[config.mk]
export PLATFORM = sky130hd
export DESIGN_NAME = acc_unary_unit
export DESIGN_NICKNAME = d
export VERILOG_FILES = /design/src/rtl/arch_defs_pkg.sv /design/src/rtl/acc_step_logic.sv /design/src/rtl/acc_unary_unit.sv
export SDC_FILE = /design/constraint.sdc
export NUM_CORES = 1
export LEC_CHECK = 0
export CAP_MARGIN = 5
export CELL_PAD_IN_SITES_DETAIL_PLACEMENT = 0
export CELL_PAD_IN_SITES_GLOBAL_PLACEMENT = 1
export CORE_MARGIN = 5
export CORE_UTILIZATION = 43
export DETAILED_ROUTE_END_ITERATION = 12
export HOLD_SLACK_MARGIN = 0.1
export PLACE_DENSITY_LB_ADDON = 0.08
export SLEW_MARGIN = 30
export SYNTH_ARGS = -nofsm -noshare
export SYNTH_HDL_FRONTEND = slang
export SYNTH_HIERARCHICAL = 1
export SYNTH_SLANG_ARGS = --single-unit
[constraint.sdc]
create_clock -name clk -period 4.49 [get_ports clk]
set_clock_uncertainty 0.1 [all_clocks]
set_input_delay 0.6735 -clock clk [delete_from_list [all_inputs] [get_ports clk]]
set_output_delay 0.6735 -clock clk [all_outputs]
set_load 0.02 [all_outputs]
[src/rtl/arch_defs_pkg.sv]
// Shared architecture definitions for the accumulator unary-operation unit.
// Provides the op encoding, FSM state type, flag payload struct and
// op-classification helpers used by acc_unary_unit and acc_step_logic.
package arch_defs_pkg;

  localparam int unsigned ACC_DEFAULT_WIDTH    = 8;
  localparam int unsigned ACC_OP_W             = 4;
  localparam int unsigned ACC_OP_FIRST_ILLEGAL = 11;

  // Operation encodings; 11..15 are undefined and execute as NOP.
  typedef enum logic [ACC_OP_W-1:0] {
    ACC_OP_NOP = 4'd0,
    ACC_OP_CMA = 4'd1,
    ACC_OP_INR = 4'd2,
    ACC_OP_DCR = 4'd3,
    ACC_OP_CLR = 4'd4,
    ACC_OP_RLC = 4'd5,
    ACC_OP_RRC = 4'd6,
    ACC_OP_RAL = 4'd7,
    ACC_OP_RAR = 4'd8,
    ACC_OP_SHL = 4'd9,
    ACC_OP_SHR = 4'd10
  } acc_op_t;

  typedef enum logic [1:0] {
    ACC_ST_IDLE = 2'd0,
    ACC_ST_EXEC = 2'd1,
    ACC_ST_DONE = 2'd2
  } acc_state_t;

  typedef struct packed {
    logic zero;
    logic negative;
    logic carry;
  } acc_flags_t;

  // Rotate/shift ops run for a count taken from count_i.
  function automatic logic acc_op_is_shift(input logic [ACC_OP_W-1:0] op);
    return (op >= ACC_OP_RLC) && (op <= ACC_OP_SHR);
  endfunction

  function automatic logic acc_op_is_illegal(input logic [ACC_OP_W-1:0] op);
    return op >= ACC_OP_W'(ACC_OP_FIRST_ILLEGAL);
  endfunction

  // Ops whose result drives Z/N (shift class only on its final step).
  function automatic logic acc_op_updates_zn(input logic [ACC_OP_W-1:0] op);
    return (op == ACC_OP_INR) || (op == ACC_OP_DCR) || (op == ACC_OP_CLR) ||
           acc_op_is_shift(op);
  endfunction

endpackage

[src/rtl/acc_step_logic.sv]
// Single-step combinational datapath for the accumulator unit.
// Ports:
//   op           - operation code (acc_op_t encoding, illegal codes pass through)
//   acc          - current accumulator
//   carry        - current C flag
//   next_acc_c   - accumulator after one step
//   carry_out_c  - C flag after one step (unchanged for ops that ignore C)
module acc_step_logic
  import arch_defs_pkg::*;
#(
  parameter int unsigned WIDTH = ACC_DEFAULT_WIDTH
) (
  input  logic [ACC_OP_W-1:0] op,
  input  logic [WIDTH-1:0]    acc,
  input  logic                carry,
  output logic [WIDTH-1:0]    next_acc_c,
  output logic                carry_out_c
);

  // One bit position per invocation; RAL/RAR treat {C, acc} as a W+1 ring.
  always_comb begin
    next_acc_c  = acc;
    carry_out_c = carry;
    case (op)
      ACC_OP_CMA: next_acc_c = ~acc;
      ACC_OP_INR: next_acc_c = acc + WIDTH'(1);
      ACC_OP_DCR: next_acc_c = acc - WIDTH'(1);
      ACC_OP_CLR: begin
        next_acc_c  = '0;
        carry_out_c = 1'b0;
      end
      ACC_OP_RLC: begin
        next_acc_c  = {acc[WIDTH-2:0], acc[WIDTH-1]};
        carry_out_c = acc[WIDTH-1];
      end
      ACC_OP_RRC: begin
        next_acc_c  = {acc[0], acc[WIDTH-1:1]};
        carry_out_c = acc[0];
      end
      ACC_OP_RAL: begin
        next_acc_c  = {acc[WIDTH-2:0], carry};
        carry_out_c = acc[WIDTH-1];
      end
      ACC_OP_RAR: begin
        next_acc_c  = {carry, acc[WIDTH-1:1]};
        carry_out_c = acc[0];
      end
      ACC_OP_SHL: begin
        next_acc_c  = {acc[WIDTH-2:0], 1'b0};
        carry_out_c = acc[WIDTH-1];
      end
      ACC_OP_SHR: begin
        next_acc_c  = {1'b0, acc[WIDTH-1:1]};
        carry_out_c = acc[0];
      end
      default: begin
        next_acc_c  = acc;
        carry_out_c = carry;
      end
    endcase
  end

endmodule

[src/rtl/acc_unary_unit.sv]
// Multi-cycle accumulator unary-operation unit with its own accumulator and
// Z/N/C flags. Single-step ops take one EXEC cycle; rotate/shift ops take
// count_i EXEC cycles (one bit per cycle), or one no-op cycle when count_i=0.
// Ports:
//   clk, reset         - clock, asynchronous active-low reset
//   load_i/load_data_i - load accumulator (IDLE only, wins over start_i)
//   start_i/op_i/count_i - start an operation (IDLE only)
//   busy_o             - executing (EXEC or DONE)
//   done_o, illegal_o  - one-cycle completion / undefined-opcode pulses
//   acc_o, flag_*_o    - registered accumulator and flags
module acc_unary_unit
  import arch_defs_pkg::*;
#(
  parameter int unsigned WIDTH = ACC_DEFAULT_WIDTH,
  parameter int unsigned CNT_W = 4
) (
  input  logic                clk,
  input  logic                reset,
  input  logic                load_i,
  input  logic [WIDTH-1:0]    load_data_i,
  input  logic                start_i,
  input  logic [ACC_OP_W-1:0] op_i,
  input  logic [CNT_W-1:0]    count_i,
  output logic                busy_o,
  output logic                done_o,
  output logic                illegal_o,
  output logic [WIDTH-1:0]    acc_o,
  output logic                flag_zero_o,
  output logic                flag_negative_o,
  output logic                flag_carry_o
);

  acc_state_t          state_q, state_d;
  logic [WIDTH-1:0]    acc_q, acc_d;
  acc_flags_t          flags_q, flags_d;
  logic [ACC_OP_W-1:0] op_q, op_d;
  logic [CNT_W-1:0]    rem_q, rem_d;
  logic                busy_q, busy_d;
  logic                done_q, done_d;
  logic                illegal_q, illegal_d;

  logic [WIDTH-1:0]    step_acc_c;
  logic                step_carry_c;

  acc_step_logic #(
    .WIDTH (WIDTH)
  ) u_step (
    .op          (op_q),
    .acc         (acc_q),
    .carry       (flags_q.carry),
    .next_acc_c  (step_acc_c),
    .carry_out_c (step_carry_c)
  );

  // State and datapath registers.
  always_ff @(posedge clk or negedge reset) begin
    if (!reset) begin
      state_q   <= ACC_ST_IDLE;
      acc_q     <= '0;
      flags_q   <= '{zero: 1'b1, negative: 1'b0, carry: 1'b0};
      op_q      <= '0;
      rem_q     <= '0;
      busy_q    <= 1'b0;
      done_q    <= 1'b0;
      illegal_q <= 1'b0;
    end else begin
      state_q   <= state_d;
      acc_q     <= acc_d;
      flags_q   <= flags_d;
      op_q      <= op_d;
      rem_q     <= rem_d;
      busy_q    <= busy_d;
      done_q    <= done_d;
      illegal_q <= illegal_d;
    end
  end

  // Next-state and datapath update.
  always_comb begin
    state_d   = state_q;
    acc_d     = acc_q;
    flags_d   = flags_q;
    op_d      = op_q;
    rem_d     = rem_q;

    unique case (state_q)
      ACC_ST_IDLE: begin
        if (load_i) begin
          acc_d            = load_data_i;
          flags_d.zero     = (load_data_i == '0);
          flags_d.negative = load_data_i[WIDTH-1];
        end else if (start_i) begin
          op_d    = op_i;
          rem_d   = acc_op_is_shift(op_i) ? count_i : CNT_W'(1);
          state_d = ACC_ST_EXEC;
        end
      end
      ACC_ST_EXEC: begin
        // rem_q==0 only arises from a zero-count shift: spend one idle EXEC cycle.
        if (rem_q == '0) begin
          state_d = ACC_ST_DONE;
        end else begin
          acc_d         = step_acc_c;
          flags_d.carry = step_carry_c;
          rem_d         = rem_q - CNT_W'(1);
          if (rem_q == CNT_W'(1)) begin
            state_d = ACC_ST_DONE;
            if (acc_op_updates_zn(op_q)) begin
              flags_d.zero     = (step_acc_c == '0);
              flags_d.negative = step_acc_c[WIDTH-1];
            end
          end
        end
      end
      ACC_ST_DONE: state_d = ACC_ST_IDLE;
      default:     state_d = ACC_ST_IDLE;
    endcase

    // Status outputs are registered versions of the upcoming state.
    busy_d    = (state_d != ACC_ST_IDLE);
    done_d    = (state_d == ACC_ST_DONE);
    illegal_d = (state_d == ACC_ST_DONE) && acc_op_is_illegal(op_q);
  end

  assign busy_o          = busy_q;
  assign done_o          = done_q;
  assign illegal_o       = illegal_q;
  assign acc_o           = acc_q;
  assign flag_zero_o     = flags_q.zero;
  assign flag_negative_o = flags_q.negative;
  assign flag_carry_o    = flags_q.carry;

endmodule
==> results of run 1 <==
-- per-layer routing --
layer	vias to the layer above	part of all wire	GRT usage
met3	4	0.048	0.0249
met2	51	0.47	0.308
met5	-	0	0
met1	950	0.47	0.263
met4	0	0.0067	0.0395
li1	955	-	-
-- worst paths after layout --
kind,startpoint,end,slack [ns],depth (start not counted)
max in group asynchronous,reset,flag_zero_o,3.63,1
min reg2reg,flag_negative_o,flag_negative_o,0.41,1
min,reset,rem_q[1],0.29,1
max,op_q[1],flag_zero_o,1.13,11
max reg2reg,op_q[1],flag_zero_o,1.13,11
min in group clk,flag_negative_o,flag_negative_o,0.41,1
-- through the flow --
step,instances,setup slack (ns),total power [mW],cell area [um^2],util
after floorplan,246,1.88,1.49,2040,-
after global placement,315,1.32,1.84,2350,0.504
after detailed placement,315,1.25,1.84,2340,0.503
after CTS,319,1.19,2.00,2400,0.515
after global routing,319,0.813,2.18,2400,0.515
final,319,1.13,1.99,2400,0.515
-- Yosys cell counts (all sizes together), types with 2 or more instances --
cell type  count  share of area
nor3           3         0.0074
o31ai          4          0.021
a221oi         2         0.0086
a22o           4          0.017
a31oi         10          0.031
o211ai         4          0.017
nand2b         2         0.0061
ha             4          0.025
xnor2          2         0.0086
nor2          28          0.054
o21a           3          0.011
xor2           2         0.0086
inv            6          0.011
nand4          3         0.0092
clkbuf         6          0.013
nor3b          4          0.017
a211oi         2          0.013
mux2           8          0.044
a222oi         3          0.015
or2            4          0.012
nand3          6          0.017
a21oi         11          0.029
nor4           5          0.018
o21ai         14          0.034
mux2i          2         0.0098
nor2b          6          0.018
buf           13          0.035
and3           3         0.0092
dfrtp         23           0.28
nand2         33          0.061
-- cell type report --
type | count | area, um^2 | share of cell area
Tap cell | 54 | 67.6 | 0.0282
Multi-Input combinational cell | 197 | 1320 | 0.550
Timing Repair Buffer | 34 | 333 | 0.139
Clock buffer | 4 | 55.1 | 0.0230
Sequential cell | 24 | 602 | 0.251
Inverter | 6 | 22.5 | 0.00939
-- sequential cells by signal (all words and copies together) (netlist names) --
name,cells
acc_o,8
op_q,4
rem_q,4
state_q,2
busy_o,1
done_o,1
flag_carry_o,1
flag_negative_o,1
flag_zero_o,1
illegal_o,1
-- power by group --
part	total, mW	switching [mW]	internal [mW]
Combinational	1.26	0.698	0.563
Sequential	0.581	0.263	0.318
Clock	0.152	0.0733	0.0784
Total	1.99	1.03	0.960
-- cell families (layout without fill, tap and decap cells) --
family / after synthesis / in the layout / share of synthesized area
simple gates: 105 / 105 / 0.275
flops: 24 / 24 / 0.295
buf+inv: 25 / 44 / 0.0594
fa+ha+maj: 4 / 4 / 0.0245
compound gates: 74 / 74 / 0.275
mux: 10 / 10 / 0.0539
xor+xnor: 4 / 4 / 0.0172
==> run summary, run 1 <==
run status = complete, no violations
Max Cap Viol = 0
via count = 1960
gp weighted congestion = 0.874
GR Util All Layers = 0.187
FMAX = 298 MHz
Distinct cells, synth = 69
WP data required = 4.61 ns
Critical Path AT = 3.48 ns
final hold violations = 0
Rel. slew slack = 0.484
TritonCTS Sinks = 24
initial antenna violation count = 0
fin. max-slew vios = 0
CTS tree = yes
worst-path fanout max = 21
Bufs and invs on worst path = 0
post-cts resize count = 0
CP max-delay cell = dfrtp_1
NumNets Final = 290
Seq cells post-synth = 24
total wire length = 5520 um
top_reg_cell synth = dfrtp_1
filler cell count in the final layout = 474
hold_ws = 0.286 ns
Critical Path Start Type = register
Max IR drop VDD = 413 uV
H-tree depth = 1
initial core utilization = 0.438
Via density = 6.14
initial DRC count = 173
# diodes = 0
post-CTS setup buffers = 0
final setup fails = 0
port bufs = 33
Mapped Avg Cell Area = 8.30 um^2
mapped cell area = 0.00204 mm^2
Tmin final = 3.36 ns
Die W = 78.9 um
drt first pass iters = 4
EDFF count, synth = 0
crit path cell chain = nand4bb_1 -> xnor2_1 -> ha_1 -> nor4_2 -> a2111oi_2 -> o31ai_1 -> a21oi_1 -> nor4_1 -> nand2_1 -> o21ai_0 -> mux2_2
fraction of layout cells with a size suffix above 1 = 0.121
I/O pin count = 34
DPL Wire Length = 4110 um
Final period util = 0.748
CTS buffer count = 3
Core Footprint = 0.00466 mm^2
drt wl/cell = 17.3 um
most frequent cells in the layout = 33 x nand2_1, 32 x clkdlybuf4s50_1, 26 x nor2_1, 23 x dfrtp_1, 13 x o21ai_0
crit end category = register
Async SR Flop Fraction = 1.00
Slew @ Worst Pin = 0.775 ns
vias in the first global route = 1899
Root Buffer = clkbuf_8
Worst-Skew Late Latency = 0.27 ns
Pleak = 0.941 nW
die height = 78.9 um
die area = 0.00623 mm^2
row count = 25
PwrDens = 832 mW/mm^2
cts hold-fix bufs = 0
Syn. warnings = 6
CP top delay family = simple AND/OR/NAND/NOR gates
leading cell type in the layout, fill and taps excluded = nand2_1
post-route DRC violation count = 0
global-route wire length before repair = 9470 um
clk buf depth = 2
Seq/Total Area, Yosys = 0.295
TNS Setup = 0 ns
Layout area overhead = 17.5%
pin count of the biggest net entering global routing = 25
DRT antenna net count = 0
Cells after Synth = 246
Synth Net Count = 270
HP Class = in2async
Critical Path Max Stage Delay = 0.74 ns
global route total overflow = 0
WS Path Type = reg2reg
RSZ-0062 raised after global routing = false
Reg clk slew, reported paths = 0.09 ns
Power figures use the tool's default switching activity.
==> run 2: changes to the inputs <==
Settings changed: CORE_UTILIZATION 43 to 36.
Clock period 4.49 ns to 3 ns, I/O delays scaled along.
==> run summary, run 2 (synthesized netlist as in run 1, its figures left out) <==
GR Util All Layers = 0.167
filler cell count in the final layout = 555
Critical Path Start Type = register
area taken by multi-input logic gates = 0.00132 mm^2
post-cts resize count = 0
Root Buffer = clkbuf_8
gp weighted congestion = 0.862
Tmin final = 2.62 ns
initial core utilization = 0.371
# diodes = 0
max reg flops = 8
die area = 0.00728 mm^2
total wire length = 5900 um
Max IR drop VDD = 495 uV
most frequent cells in the layout = 33 x nand2_1, 33 x clkdlybuf4s50_1, 26 x nor2_1, 23 x dfrtp_1, 13 x o21ai_0
PwrDens = 1250 mW/mm^2
post-route DRC violation count = 0
fin. max-slew vios = 0
Via density = 5.69
Pleak = 0.987 nW
cts hold-fix bufs = 0
worst setup margin = 0.381 ns
DRT antenna net count = 0
CP top delay family = simple AND/OR/NAND/NOR gates
Area after DPL = 0.00245 mm^2
final hold violations = 0
Max Cap Viol = 0
final total power = 3.12 mW
via count = 1976
TNS Setup = 0 ns
initial antenna violation count = 0
WP data required = 3.12 ns
NumNets Final = 300
Critical Path Max Stage Delay = 0.38 ns
worst-path fanout max = 7
clk buf depth = 2
TritonCTS Sinks = 24
pin count of the biggest net entering global routing = 23
initial DRC count = 167
WS Path Type = reg2reg
FMAX = 382 MHz
grt met1 use = 0.239
GRT met3 Usage = 0.0223
H-tree depth = 1
RSZ-0062 raised after global routing = false
I/O pin count = 34
DP Cell Count = 343
post-CTS setup buffers = 0
grt peak-use layer = met2
CTS buffer count = 3
Die W = 85.3 um
CTS tree = yes
global route total overflow = 0
Worst-Skew Late Latency = 0.27 ns
Bufs and invs on worst path = 0
Rel. slew slack = 0.475
crit path cell chain = nand4bb_1 -> xnor2_1 -> ha_2 -> nor2_1 -> mux2_2 -> a21oi_1 -> xor2_1 -> o21ai_0 -> nor4_1 -> nand2_1 -> o21ai_0 -> mux2_2
final setup fails = 0
drt first pass iters = 4
Slew @ Worst Pin = 0.787 ns
FF+latch area = 602 um^2
HP Class = in2async
CP max-delay cell = dfrtp_1
die height = 85.3 um
met2 Use GR = 0.268
drt wl/cell = 17.0 um
port bufs = 33
run status = complete, no violations
Final period util = 0.873
Non-Filler Instances = 347
worst slack, placed = 0.354 ns
crit end category = register
Layout area overhead = 22.6%
Core Footprint = 0.00551 mm^2
global-route wire length before repair = 9980 um
fraction of layout cells with a size suffix above 1 = 0.153
Finished Cell Area = 0.00250 mm^2
Reg clk slew, reported paths = 0.09 ns
row count = 27
vias in the first global route = 1922
Critical Path AT = 2.73 ns
DPL Wire Length = 4440 um
## run 2: changes by cell type in the layout (fill, tap and decap cells not counted), sizes merged
cell / change
buf: +9
clkdlybuf4s50: +1
## run 2: final cells by class
cell class                      instances  share of cell area
Clock buffer                            4              0.0220
Inverter                                6             0.00900
Multi-Input combinational cell        197               0.528
Sequential cell                        24               0.240
Tap cell                               72              0.0360
Timing Repair Buffer                   44               0.165
## run 2: metal layers
layer / vias to the layer above / share of wire
met2: 50 / 0.48
met1: 950 / 0.46
met5: - / 0
met3: 4 / 0.054
met4: 0 / 0.0078
li1: 972 / -
## run 2: where the power goes
part	total [mW]	internal [mW]	switching, mW
clock	0.224	0.117	0.107
combinational	2.18	0.924	1.26
sequential	0.713	0.479	0.234
## run 2: worst reg2reg max path, stage by stage (launching register included)
cell and delay (ns):
dfrtp_1 0.38, nand4bb_1 0.24, xnor2_1 0.19, ha_2 0.30, nor2_1 0.06, mux2_2 0.25
a21oi_1 0.17, xor2_1 0.15, o21ai_0 0.12, nor4_1 0.23, nand2_1 0.09, o21ai_0 0.14
mux2_2 0.16
## run 2: path summary, 6_finish.rpt
path                            depth (start not counted)  slack [ns]               to       startpoint
worst max-delay path                                   12        0.38      flag_zero_o          op_q[3]
worst min-delay path                                    1        0.42         rem_q[3]            reset
worst max register to register                         12        0.38      flag_zero_o          op_q[3]
worst min register to register                          1        0.44  flag_negative_o  flag_negative_o
max in group asynchronous                               2        1.72      flag_zero_o            reset
min in group clk                                        1        0.44  flag_negative_o  flag_negative_o
## run 2: through the flow
stage / utilization / hold slack (ns)
6_report: 0.455 / 0.416
5_1_grt: 0.455 / 0.454
4_1_cts: 0.454 / 0.441
3_5_place_dp: 0.444 / 0.412
3_3_place_gp: 0.444 / 0.419
2_1_floorplan: - / 0.0544
